### src/rtl/dpwm_pkg.sv
// Shared types, default widths and phase-offset arithmetic for the interleaved DPWM.
package dpwm_pkg;

  localparam int unsigned DefaultNphases = 4;
  localparam int unsigned DefaultCntW    = 7;
  localparam int unsigned DefaultDtW     = 3;

  typedef enum logic [1:0] {StOff, StDead, StHigh, StLow} dt_state_e;

  // nphases is a power of two, so the divide reduces to a shift.
  function automatic int unsigned phase_offset(int unsigned k, int unsigned p,
                                               int unsigned nphases);
    return (k * p) >> $clog2(nphases);
  endfunction

endpackage

### src/rtl/dpwm_deadtime.sv
// Per-phase dead-time inserter: turns a raw PWM level into non-overlapping high/low gates.
module dpwm_deadtime
  import dpwm_pkg::*;
#(
  parameter int unsigned DT_W = DefaultDtW
) (
  input  logic            clk,
  input  logic            rst,
  input  logic            raw,
  input  logic            en_phase,
  input  logic [DT_W-1:0] dead_time,
  output logic            hi,
  output logic            lo
);

  dt_state_e       state_q, state_d;
  logic [DT_W-1:0] dcnt_q, dcnt_d;
  logic            target_q, target_d;
  logic            restart;

  always_comb begin
    state_d  = state_q;
    dcnt_d   = dcnt_q;
    target_d = target_q;
    restart  = 1'b0;
    if (!en_phase) begin
      state_d  = StOff;
      dcnt_d   = '0;
      target_d = 1'b0;
    end else begin
      unique case (state_q)
        StOff:  restart = 1'b1;
        StHigh: restart = ~raw;
        StLow:  restart = raw;
        StDead: begin
          if (raw != target_q) begin
            restart = 1'b1;
          end else if (dcnt_q <= DT_W'(1)) begin
            state_d = target_q ? StHigh : StLow;
          end else begin
            dcnt_d = dcnt_q - DT_W'(1);
          end
        end
        default: state_d = StOff;
      endcase
      // Any level change (or leaving Off) drops both gates before the new side turns on.
      if (restart) begin
        target_d = raw;
        if (dead_time == '0) begin
          state_d = raw ? StHigh : StLow;
          dcnt_d  = '0;
        end else begin
          state_d = StDead;
          dcnt_d  = dead_time;
        end
      end
    end
  end

  always_ff @(posedge clk or negedge rst) begin
    if (!rst) begin
      state_q  <= StOff;
      dcnt_q   <= '0;
      target_q <= 1'b0;
    end else begin
      state_q  <= state_d;
      dcnt_q   <= dcnt_d;
      target_q <= target_d;
    end
  end

  assign hi = (state_q == StHigh);
  assign lo = (state_q == StLow);

endmodule

### src/rtl/multiphase_dpwm.sv
// N-phase interleaved DPWM: one master counter, per-phase offsets, dead-time gate drivers.
module multiphase_dpwm
  import dpwm_pkg::*;
#(
  parameter int unsigned NPHASES = DefaultNphases,
  parameter int unsigned CNT_W   = DefaultCntW,
  parameter int unsigned DT_W    = DefaultDtW
) (
  input  logic               clk,
  input  logic               rst,
  input  logic               en,
  input  logic [CNT_W-1:0]   period,
  input  logic [CNT_W-1:0]   duty,
  input  logic [DT_W-1:0]    dead_time,
  input  logic [NPHASES-1:0] phase_en,
  output logic [NPHASES-1:0] pwm_high,
  output logic [NPHASES-1:0] pwm_low,
  output logic               cycle_start
);

  localparam logic [CNT_W-1:0] PMin = CNT_W'(NPHASES);

  logic               run_q;
  logic [CNT_W-1:0]   cnt_q, cnt_d;
  logic [CNT_W-1:0]   period_sh, duty_sh, p_eff;
  logic [DT_W-1:0]    dt_sh;
  logic [NPHASES-1:0] pen_sh;
  logic               wrap, load;

  assign p_eff = (period_sh < PMin) ? PMin : period_sh;
  assign wrap  = (cnt_q >= p_eff - CNT_W'(1));
  // Shadows refresh at each period boundary and on the first enabled edge.
  assign load  = en & (~run_q | wrap);

  always_comb begin
    cnt_d = cnt_q + CNT_W'(1);
    if (!en || !run_q || wrap) begin
      cnt_d = '0;
    end
  end

  always_ff @(posedge clk or negedge rst) begin
    if (!rst) begin
      run_q     <= 1'b0;
      cnt_q     <= '0;
      period_sh <= '0;
      duty_sh   <= '0;
      dt_sh     <= '0;
      pen_sh    <= '0;
    end else begin
      run_q <= en;
      cnt_q <= cnt_d;
      if (load) begin
        period_sh <= period;
        duty_sh   <= duty;
        dt_sh     <= dead_time;
        pen_sh    <= phase_en;
      end
    end
  end

  assign cycle_start = run_q & (cnt_q == '0);

  for (genvar k = 0; k < NPHASES; k++) begin : g_phase
    logic [CNT_W-1:0] off, pc;
    logic             raw;

    assign off = CNT_W'(phase_offset(k, 32'(p_eff), NPHASES));
    // Result is always below p_eff, so modular CNT_W arithmetic is exact.
    assign pc  = cnt_q - off + ((cnt_q >= off) ? '0 : p_eff);
    assign raw = (pc < duty_sh);

    dpwm_deadtime #(
      .DT_W(DT_W)
    ) u_deadtime (
      .clk      (clk),
      .rst      (rst),
      .raw      (raw),
      .en_phase (run_q & en & pen_sh[k]),
      .dead_time(dt_sh),
      .hi       (pwm_high[k]),
      .lo       (pwm_low[k])
    );
  end

endmodule

### config.mk
export PLATFORM = sky130hd
export DESIGN_NAME = multiphase_dpwm
export DESIGN_NICKNAME = d
export VERILOG_FILES = /design/src/rtl/dpwm_pkg.sv /design/src/rtl/dpwm_deadtime.sv /design/src/rtl/multiphase_dpwm.sv
export SDC_FILE = /design/constraint.sdc
export NUM_CORES = 1
export LEC_CHECK = 0
export CAP_MARGIN = 30
export CELL_PAD_IN_SITES_DETAIL_PLACEMENT = 1
export CELL_PAD_IN_SITES_GLOBAL_PLACEMENT = 1
export CORE_ASPECT_RATIO = 0.75
export CORE_UTILIZATION = 33
export DETAILED_ROUTE_END_ITERATION = 6
export PLACE_DENSITY = 0.67
export SYNTH_ARGS = -nofsm -noshare
export SYNTH_HDL_FRONTEND = slang
export SYNTH_SLANG_ARGS = --single-unit
### constraint.sdc
create_clock -name clk -period 7.59 [get_ports clk]
set_input_delay 0.759 -clock clk [delete_from_list [all_inputs] [get_ports clk]]
set_output_delay 0.759 -clock clk [all_outputs]
set_load 0.02 [all_outputs]
==> results of run 1 <==
==> area by class of cell <==
cell class                 count  share of cell area, %
timing repair buffer          53                  7.433
multi-input combinational    483                  61.32
sequential                    53                  20.31
clock inverter                 2                 0.2107
clock buffer                   6                  2.126
inverter                      78                  4.483
tap                          215                  4.119
==> flip-flops by register name (all words and copies together), names as in the netlist <==
register and flops:
g_phase.u_deadtime.dcnt_q 12, cnt_q 7, run_q 1, g_phase.u_deadtime.state_q 8
g_phase.u_deadtime.target_q 4, dt_sh 3, duty_sh 7, period_sh 7
pen_sh 4
==> logic make-up (layout without fill, tap and decap cells) <==
group                    Yosys count  in the layout  synth area share (%)
flip-flops                        53             53                 23.22
multiplexers                      31             31                 6.024
adder cells (fa/ha/maj)          116            116                 27.73
XOR/XNOR                          39             39                 5.980
AO/OA/AOI/OAI                    140            140                 15.84
buffers and inverters            103            139                 7.360
AND/OR/NAND/NOR                  157            157                 13.84
==> per-stage QoR <==
step / setup TNS (ps) / hold slack [ps] / cell area [um^2] / setup slack, ps
6_report: 0 / 510.0 / 6531 / 417.8
5_1_grt: -75.46 / 532.1 / 6531 / -56.95
4_1_cts: 0 / 511.8 / 6404 / 1.515
3_5_place_dp: -38.29 / 494.0 / 6247 / -19.41
3_3_place_gp: 0 / 490.3 / 6247 / 442.4
2_1_floorplan: 0 / 460.7 / 5712 / 478.6
==> final timing paths <==
check | slack [ps] | start | end
worst max-delay path | 420 | period_sh[6] | g_phase[3].u_deadtime.dcnt_q[0]
worst min-delay path | 510 | g_phase[2].u_deadtime.dcnt_q[1] | g_phase[2].u_deadtime.dcnt_q[1]
worst max register to register | 420 | period_sh[6] | g_phase[3].u_deadtime.dcnt_q[0]
worst min register to register | 510 | g_phase[2].u_deadtime.dcnt_q[1] | g_phase[2].u_deadtime.dcnt_q[1]
max in group asynchronous | 6490 | rst | period_sh[4]
min in group asynchronous | 580 | rst | g_phase[0].u_deadtime.state_q[0]
==> routing by layer <==
layer / GRT usage [%] / routed length, um / vias to the layer above
li1: - / - / 2254
met4: 3.000 / 104 / 0
met3: 1.907 / 427 / 15
met5: 0 / 0 / -
met1: 26.25 / 8144 / 2352
met2: 31.06 / 7112 / 48
==> power by group through the flow <==
stage	logic [mW]	registers, mW	clock network [mW]
3_5_place_dp	1.61	0.372	0
6_report	1.75	0.367	0.245
4_1_cts	1.63	0.366	0.253
3_3_place_gp	1.53	0.369	0
5_1_grt	1.97	0.374	0.265
2_1_floorplan	1.27	0.351	0
==> cells in the final DEF, fill, tap and decap left out, drive strengths merged, types with 7 or more instances in the layout <==
cell | netlist | routed
a21o | 16 | 16
a21oi | 56 | 56
and2 | 10 | 10
buf | 12 | 22
clkdlybuf4s50 | 0 | 31
dfrtp | 53 | 53
fa | 18 | 18
ha | 97 | 97
inv | 78 | 78
mux2 | 24 | 24
mux2i | 7 | 7
nand2 | 35 | 35
nand2b | 15 | 15
nand3 | 22 | 22
nor2 | 33 | 33
nor2b | 10 | 10
nor3 | 9 | 9
o21ai | 28 | 28
xnor2 | 29 | 29
xor2 | 10 | 10
==> what timing repair did <==
| action | in CTS | in global routing |
|---|---|---|
| gates resized for setup | 2 | 10 |
| endpoints found under the setup margin | 2 | 4 |
| pin swaps | 0 | 5 |
| hold endpoints to repair | 0 | 0 |
| buffers inserted | 0 | 11 |
==> impl_metrics.csv, run 1 <==
group,metric,value,unit
outcome,outcome,"finished, final reports clean",
clock_network,postCtsHoldBufs,0,
finish,seq_area,1326,um^2
power_and_ir_drop,p_leak,3.163,nW
finish,num-nets-final,813,
floorplanning,fp-row-count,41,
routing,ant_nets,0,
yosys,ys_seq_elements,53,
global_route,grt_overflow,0,
power_and_ir_drop,p_seq_share,15.5,%
power_and_ir_drop,pwr-share-comb,74.1,%
place,port_buffers,32,
global_route,first_global_vias,5094,
power_and_ir_drop,ir_worst_vdd,0.1957,mV
yosys,avgSynthCellArea,8.939,um^2
routing,detailroute.via_count,4669,
clock_network,insertion_delay,300,ps
setup_path,crit_fanout,8,
floorplanning,dieArea,17840,um^2
yosys,synth.most_common_cell,"ha_1",
yosys,synthTopCellsByCount,"ha_1 (97), inv_1 (78), dfrtp_1 (53), a21oi_1 (51), nand2_1 (35)",
floorplanning,design.core.area,16880,um^2
timing,slew_headroom,34.80,%
finish,antenna_cells,0,
min_path,hold_path.class,"reg2reg",
yosys,syn_nets,778,
power_and_ir_drop,power-per-cell-area,362.3,nW/um^2
clock_network,clk_pin_slew_worst_paths,70,ps
routing,drtIter0Drc,180,
job,drv_cap,0,
routing,viasPerCell,5.246,
global_route,grt_antenna_before_repair,0,
yosys,synth_area_leaders,"dfrtp_1 (23%), ha_1 (21%), fa_1 (6.3%)",
finish,syn2layout_area_growth,14.35,%
yosys,synth_area_leader_cell,"dfrtp_1",
setup_path,crit_family,"adder cells",
clock_network,cts.sinks,53,
finish,finish.utilization,38.70,%
place,dp_hpwl,12.61,mm
global_route,grt_pass1_wl,25.81,mm
clock_network,cts_buffers,5,
finish,multi_input_area,4005,um^2
place,place_inst,871,
power_and_ir_drop,p_int,1.269,mW
setup_path,cp_slowest_cell,"fa_1",
clock_network,h-tree-depth,2,
timing,hold_violations,0,
power_and_ir_drop,swShare,46.37,%
yosys,synth_ff_type,"dfrtp_1",
power_and_ir_drop,clockPowerShare,10.4,%
setup_path,critPathCaptureType,"register",
setup_path,cp-start-kind,"register",
yosys,synth_edf_count,0,
yosys,yosysWarnings,0,
finish,fin_cells,890,
clock_network,clockBufferDepth,2,
setup_path,max_stage_delay,480,ps
setup_path,cp.buffers_inverters,4,
yosys,synth_top_area_share,23.22,%
timing,fmax,139.4,MHz
floorplanning,top_level_ports,33,
setup_path,worstSetupPathDepth,35,
routing,post_drt_wl_per_cell,17.74,um
clock_network,root_buffer,"clkbuf_16",
finish,nFillCells,1957,
timing,max_slew.worst_pin.slew,970.6,ps
place,gp_congestion,0.8876,
setup_path,cp.arrival,7410,ps
yosys,yosysSeqAreaShare,23.22,%
setup_path,worstPathRequired,7830,ps
timing,finalCritPeriodShare,94.50,%
routing,drt_wl_total,15.79,mm
routing,drc,0,
floorplanning,start_util,33.84,%
yosys,synthesis.area,5712,um^2
setup_path,critPathKind,"reg2reg",
timing,slew_violations,0,
timing,setup_viol,0,
floorplanning,dieHeight,115.9,um
timing,fin_crit,7172,ps
global_route,grt_max_degree,54,
min_path,hold_path_depth,1,
timing,clock_skew,7.935,ps
power_and_ir_drop,p_total,2.366,mW
finish,drive_above_1_share,11.41,%
clock_network,cts_tree,"built",
yosys,synth_cells,639,
power_and_ir_drop,p_sw,1.097,mW
floorplanning,die_w,153.9,um
global_route,grtUsageTotal,18.53,%
routing,first_pass_iters,4,
setup_path,ff2ff_path_depth,35,
yosys,synth_cell_type_count,54,
yosys,async_reset_ff_share,100.0,%
Note: power is estimated with default switching activity, not from simulation.
==> inputs of run 2 (changes only) <==
Settings changed: SKIP_LAST_GASP set to 1.
==> results of run 2 <==
The final DEF is identical to that of run 1; final timing and power are the same.
==> inputs of run 3 (changes only) <==
--- a/constraint.sdc
+++ b/constraint.sdc
@@ -3,2 +3,2 @@
 set_output_delay 0.759 -clock clk [all_outputs]
-set_load 0.02 [all_outputs]
+set_load 0.005 [all_outputs]
==> results of run 3 <==
Same layout as run 1 (identical final DEF). Status: finished, final reports clean.
Among the figures that moved: total power 2.366 mW -> 2.364 mW
